**config.mk**
```make
export PLATFORM = sky130hd
export DESIGN_NAME = branch_flush_unit
export DESIGN_NICKNAME = d
export VERILOG_FILES = /design/src/rtl/branch_flush_unit.sv
export SDC_FILE = /design/constraint.sdc
export NUM_CORES = 1
export LEC_CHECK = 0
export BUFFER_PORTS_ARGS = -buffer_cell sky130_fd_sc_hd__buf_2
export CORE_MARGIN = 2
export CORE_UTILIZATION = 35
export CTS_CLUSTER_DIAMETER = 40
export DETAILED_ROUTE_END_ITERATION = 10
export PLACE_DENSITY = 0.95
export SLEW_MARGIN = 20
export SYNTH_ARGS = -nofsm -noshare
export SYNTH_HDL_FRONTEND = slang
export SYNTH_SLANG_ARGS = --single-unit
```
**constraint.sdc**
```tcl
create_clock -name clk -period 2.6 [get_ports clk]
set_input_delay 0.13 -clock clk [delete_from_list [all_inputs] [get_ports clk]]
set_output_delay 0.13 -clock clk [all_outputs]
set_load 0.05 [all_outputs]
```
**src/rtl/branch_flush_unit.sv**
```systemverilog
// Branch/jump resolution and pipeline flush control for the EX stage.
// Resolves B-type, JAL and JALR in EX, redirects the PC for one cycle and
// squashes the following FLUSH_DEPTH cycles of control signals.
// Optional branch statistics are built only when BRANCH_FLUSH_STATS_EN is
// defined; otherwise br_count/br_taken_count are tied to zero.
module branch_flush_unit #(
   parameter int FLUSH_DEPTH = 3,
   parameter int LDSEL_W     = 3,
   parameter int WBSEL_W     = 2,
   parameter int CNT_W       = 32
) (
   input  logic               clk,
   input  logic               rst,
   input  logic [31:0]        inst,
   input  logic               br_eq,
   input  logic               br_lt,
   input  logic               hold,
   input  logic [1:0]         memrw_in,
   input  logic               regwen_in,
   input  logic [LDSEL_W-1:0] ldsel_in,
   input  logic [WBSEL_W-1:0] wbsel_in,
   input  logic               csrsel_in,
   output logic [1:0]         memrw_ex,
   output logic               regwen_ex,
   output logic [LDSEL_W-1:0] ldsel_ex,
   output logic [WBSEL_W-1:0] wbsel_ex,
   output logic               csrsel_ex,
   output logic               pc_sel,
   output logic               flush_active,
   output logic [2:0]         flush_cnt,
   output logic [CNT_W-1:0]   br_count,
   output logic [CNT_W-1:0]   br_taken_count
);

   localparam logic [4:0] OP_BRANCH = 5'b11000;
   localparam logic [4:0] OP_JAL    = 5'b11011;
   localparam logic [4:0] OP_JALR   = 5'b11001;
   localparam logic [2:0] DEPTH     = 3'(FLUSH_DEPTH);

   logic [4:0] opcode;
   logic [2:0] funct3;
   logic       br_cond;
   logic       taken;
   logic       unused_inst_bits;

   assign opcode = inst[6:2];
   assign funct3 = inst[14:12];

   // Only opcode and funct3 matter here; the remaining bits are intentionally ignored.
   assign unused_inst_bits = ^{inst[31:15], inst[11:7], inst[1:0]};

   // Branch condition from funct3; reserved encodings resolve to not-taken.
   always_comb begin
      br_cond = 1'b0;
      case (funct3)
         3'b000:  br_cond = br_eq;
         3'b001:  br_cond = ~br_eq;
         3'b100:  br_cond = br_lt;
         3'b110:  br_cond = br_lt;
         3'b101:  br_cond = ~br_lt;
         3'b111:  br_cond = ~br_lt;
         default: br_cond = 1'b0;
      endcase
   end

   // Redirect decision; a held or already-squashed EX instruction never redirects.
   always_comb begin
      taken = 1'b0;
      if (!hold && !flush_active) begin
         case (opcode)
            OP_BRANCH: taken = br_cond;
            OP_JAL:    taken = 1'b1;
            OP_JALR:   taken = 1'b1;
            default:   taken = 1'b0;
         endcase
      end
   end

   // Squash window counter: loads on a redirect, then counts down to idle.
   always_ff @(posedge clk or posedge rst) begin
      if (rst) begin
         flush_cnt <= 3'd0;
      end else if (taken) begin
         flush_cnt <= DEPTH;
      end else if (flush_cnt != 3'd0) begin
         flush_cnt <= flush_cnt - 3'd1;
      end
   end

   assign flush_active = (flush_cnt != 3'd0);
   assign pc_sel       = (flush_cnt == DEPTH);

   // Store control must be killed in the same cycle, so it stays combinational.
   assign memrw_ex = (flush_active || hold) ? 2'b00 : memrw_in;

   // Writeback-side controls; a held bubble must not write but may carry its selects.
   always_ff @(posedge clk or posedge rst) begin
      if (rst) begin
         regwen_ex <= 1'b0;
         ldsel_ex  <= '0;
         wbsel_ex  <= '0;
         csrsel_ex <= 1'b0;
      end else begin
         regwen_ex <= (flush_active || hold) ? 1'b0 : regwen_in;
         if (flush_active) begin
            ldsel_ex  <= '0;
            wbsel_ex  <= '0;
            csrsel_ex <= 1'b0;
         end else begin
            ldsel_ex  <= ldsel_in;
            wbsel_ex  <= wbsel_in;
            csrsel_ex <= csrsel_in;
         end
      end
   end

`ifdef BRANCH_FLUSH_STATS_EN
   logic br_eval;

   assign br_eval = (opcode == OP_BRANCH) && !hold && !flush_active;

   // Saturating statistics: every evaluated conditional branch, and those taken.
   always_ff @(posedge clk or posedge rst) begin
      if (rst) begin
         br_count       <= '0;
         br_taken_count <= '0;
      end else if (br_eval) begin
         if (br_count != '1) begin
            br_count <= br_count + CNT_W'(1);
         end
         if (br_cond && (br_taken_count != '1)) begin
            br_taken_count <= br_taken_count + CNT_W'(1);
         end
      end
   end
`else
   assign br_count       = '0;
   assign br_taken_count = '0;
`endif

endmodule

```
# == Word-level counts from Yosys, hierarchy flattened ==
# Cells that the tools add are included.
# W data, S select, Z words.
# word_totals
register_bits,10
latch_bits,0
ram_bits,0
mem_bits_ro,0
inputBits,46
out_inout_bits,78
word_cells,37
n_memories,0
# op_classes
n_addsub,1
mul,0
n_div,0
order_cmp,0
n_eq_ne,9
n_shift,0
n_mux,10
n_bitwise,2
reduce_logical,10
# ops
cell,count
$eq A5 B5 Y1 const B,3
$eq A3 B3 Y1 const B,4
$mux W3,3
$reduce_or A2 Y1,3
$mux W2,2
$pmux W1 S4,1
$eq A3 B1 Y1 const B,1
$eq A3 B2 Y1 const B,1
$logic_not A3 Y1,1
$mux W1,3
$reduce_bool A3 Y1,1
$sub A3 B1 Y3 const B,1
$logic_not A1 Y1,2
$not A1 Y1,2
$pmux W1 S2,1
$reduce_bool A2 Y1,1
$logic_and A1 B1 Y1,1
$logic_or A1 B1 Y1,1

# == Logic depth before layout (Yosys ltp) ==
# depth
word_depth,6
depth_mapped,8
depth_no_buf,7

# == Least setup slack after synthesis ==
# No wires, ideal clock.
# synth_path
path_type,reg2out
start,register flush_cnt[0]
end,output port memrw_ex[0]
t_arrival_ps,1925
required_ps,2470
setup_slack_ps,545
stages_incl_launch_ff,8
n_path_buf,1
path_cell_list,dfrtp_1 inv_1 ha_1 nor2b_2 buf_6 inv_2 nor2_1 and2_1
# synth_between
elab_chain_len,3
# synth_rtl
element,line_no,source
"start, declared",30,"output logic [2:0] flush_cnt,"
"start signal, assigned",86,flush_cnt <= flush_cnt - 3'd1;
$reduce_bool A3 Y1,90,assign flush_active = (flush_cnt != 3'd0);
via flush_active,29,"output logic flush_active,"
$logic_or A1 B1 Y1,94,assign memrw_ex = (flush_active || hold) ? 2'b00 : memrw_in;
$mux W2,94,
"end, declared",23,"output logic [1:0] memrw_ex,"
# The timed path passes the listed nets, and every way through them passes these cells.

# == Worst setup path in the final report ==
# layout_path
start,register flush_cnt[0]
end,output port memrw_ex[1]
# layout_between
elab_chain_len,3
# layout_rtl
element,line_no
$reduce_bool A3 Y1,90
$logic_or A1 B1 Y1,94
$mux W2,94
# Every way passes these cells.

==> results.json <==
{
  "synth_top_cells_by_area": "buf_4 48%, dfrtp_1 25%, and2_2 4.5%, ha_1 3.8%, nor4_4 2.1%",
  "fin_crit_sh_pct": 80.33,
  "fmax_mhz": 478.8,
  "synth.distinct_cells": 21,
  "top_layer_used": "met3",
  "grt_pass1_wl_um": 1628,
  "syn_area_per_cell_um2": 9.031,
  "p_comb_share_pct": 65.3,
  "fin_worst_skew_ns": 0.0009286,
  "arrival_ns": 1.96,
  "synth_xor_area_share_pct": 2.645,
  "drc": 0,
  "syn_inst": 110,
  "coreArea_um2": 2734,
  "area_growth_pct": 0.5038,
  "num_vias": 596,
  "synth_seq_cells": 10,
  "track_usage_pct": 6.309,
  "cts_sinks": 10,
  "antenna_found_initial": 0,
  "dr_wl_met2_um": 705,
  "diodes": 0,
  "multi_input_area_um2": 473.0,
  "num-fill-cells": 270,
  "yosys_warnings": 0,
  "p_sw_share_pct": 59.02,
  "overflow": 0,
  "p_per_area_nw_per_um2": 1067,
  "synthAdderAreaFrac_pct": 3.778,
  "internal_power_mw": 0.4367,
  "final_net_count": 198,
  "hold_buffers": 1,
  "die-area_um2": 3280,
  "endpoint_kind": "primary output",
  "numCtsBuffers": 3,
  "leakage_nw": 0.6394,
  "synth_top_cell_area_share_pct": 48.36,
  "routabilityCongestion": 0.6667,
  "yosysTopAreaCell": "buf_4",
  "vdd_drop_max_v": 0.0009081,
  "antenna_left": 0,
  "setup.worst_path.start_class": "register",
  "cp_num_buf_inv": 3,
  "min_period_ns": 2.089,
  "h-tree-depth": 1,
  "crit_family": "simple AND/OR/NAND/NOR gates",
  "initial_utilization_pct": 36.34,
  "pwr-share-seq_pct": 22.3,
  "post_cts_buffers": 0,
  "holdCritPathClass": "in -> reg",
  "crit_fanout": 10,
  "criticalPathCategory": "reg -> out",
  "drv_slew": 0,
  "clock_path_buffers": 2,
  "die_width_um": 57.28,
  "tns_ns": 0,
  "dp_hpwl_um": 1130,
  "clk_latency_ns": 0.25,
  "ys_seq_area_share_pct": 25.19,
  "setup_viol": 0,
  "regArea_um2": 250.2,
  "wl_met3_um": 190,
  "final_cell_mix": "64 x conb_1, 35 x buf_2, 10 x dfrtp_1, 6 x and2_2, 4 x nor2_1",
  "synthMuxAreaShare_pct": 1.134,
  "std_cell_rows": 19,
  "max_stage_delay_ns": 0.43,
  "cts_tree": "yes",
  "place_area_um2": 952.2,
  "synth_top_family_by_area": "buffers and inverters",
  "clk_pin_slew_ns": 0.06,
  "drt-initial-drc-count": 19,
  "clkPwrFrac_pct": 12.3,
  "yosys.area_share.simple_pct": 13.60,
  "post-route-util_pct": 36.52,
  "stdcell_area_um2": 998.5,
  "wl_per_cell_um": 6.994,
  "final_common_cell": "conb_1",
  "synth_compound_area_share_pct": 2.267,
  "hold_viol": 0,
  "drtPass1Iterations": 4,
  "cp.required_ns": 2.47,
  "cp_slowest_cell": "dfrtp_1",
  "grt_start_max_net_pins": 11,
  "post_cts_resize_count": 0,
  "ios": 124,
  "wirelength_um": 1252,
  "maxCapViolCount": 0,
  "status": "complete, no violations",
  "drive_above_1_share_pct": 33.11,
  "wl_met1_um": 356,
  "switching_power_mw": 0.6290,
  "die_h_um": 57.28,
  "via_per_inst": 3.330,
  "grt_pass1_vias": 421,
  "clock-root-buffer": "clkbuf_4",
  "crit_chain": "inv_1 -> ha_1 -> nor2b_2 -> inv_2 -> nor2_1 -> and2_1 -> buf_2",
  "port_buffers": 35,
  "syn_area_um2": 993.5,
  "grt_setup_unrepaired": "false"
}
synth_stat cells (all sizes together):
cell	instances
and2	9
inv	4
conb	1
buf	65
xnor2	1
nand2	3
nor4	1
ha	3
mux2	1
a221oi	1
a21oi	1
nand3b	1
xor2	2
nor2b	1
a22o	1
nor2	4
dfrtp	10
and2b	1
power groups by stage:
| stage | combinational [mW] | sequential, mW | clock, mW |
|---|---|---|---|
| floorplan | 0.513 | 0.406 | 0 |
| global placement | 0.687 | 0.238 | 0 |
| detailed placement | 0.699 | 0.241 | 0 |
| CTS | 0.702 | 0.238 | 0.135 |
| global route | 0.738 | 0.243 | 0.146 |
| finish | 0.696 | 0.238 | 0.131 |
state kept, by name, indices dropped and copies added, names as in the netlist:
signal / count
flush_cnt: 3
csrsel_ex: 1
regwen_ex: 1
ldsel_ex: 3
wbsel_ex: 2
metal layers:
| layer | global-route usage (%) | vias to the layer above |
|---|---|---|
| met3 | 0.9070 | 0 |
| met4 | 3.987 | 0 |
| met2 | 13.14 | 57 |
| li1 | - | 284 |
| met1 | 5.352 | 255 |
| met5 | 0 | - |
cell families (layout without fill, tap and decap cells):
logic type      after synthesis  after routing
fa+ha+maj                     3              3
buf+inv                      69             44
simple gates                 20             20
mux                           1              1
xor+xnor                      3              3
other cells                   1             64
compound gates                3              3
flops                        10             10
worst reg2reg max path, delay by kind of cell, from the launching register on:
kind	cells	cell delay (ns)
fa+ha+maj	1	0.16
flops	1	0.43
simple gates	4	0.85
buf+inv	2	0.21
path summary, 6_finish.rpt:
check	from	to	slack (ns)	cells past startpoint
hold / removal	csrsel_in	csrsel_ex	0.09	2
setup / recovery	flush_cnt[0]	memrw_ex[1]	0.51	7
setup reg to reg	flush_cnt[0]	flush_cnt[0]	0.90	7
max in group asynchronous	rst	flush_cnt[1]	1.97	3
hold reg to reg	flush_cnt[1]	flush_cnt[1]	0.58	2
min in group asynchronous	rst	regwen_ex	0.37	3
through the flow:
stage / hold WS (ns) / setup slack [ns] / instances / power (mW)
2_1_floorplan: -0.02982 / 0.5448 / 173 / 0.9188
5_1_grt: 0.08533 / 0.3253 / 179 / 1.126
6_report: 0.09253 / 0.5113 / 179 / 1.066
4_1_cts: 0.08708 / 0.4733 / 179 / 1.075
3_3_place_gp: 0.09926 / 0.8046 / 174 / 0.9252
3_5_place_dp: 0.1101 / 0.7506 / 174 / 0.9406
layout make-up:
class	instances	share of cell area, %
Multi-Input combinational cell	94	47.37
Timing Repair Buffer	36	18.55
Tap cell	31	3.885
Sequential cell	10	25.06
Inverter	4	1.504
Clock buffer	4	3.634
Power figures use the tool's default switching activity.
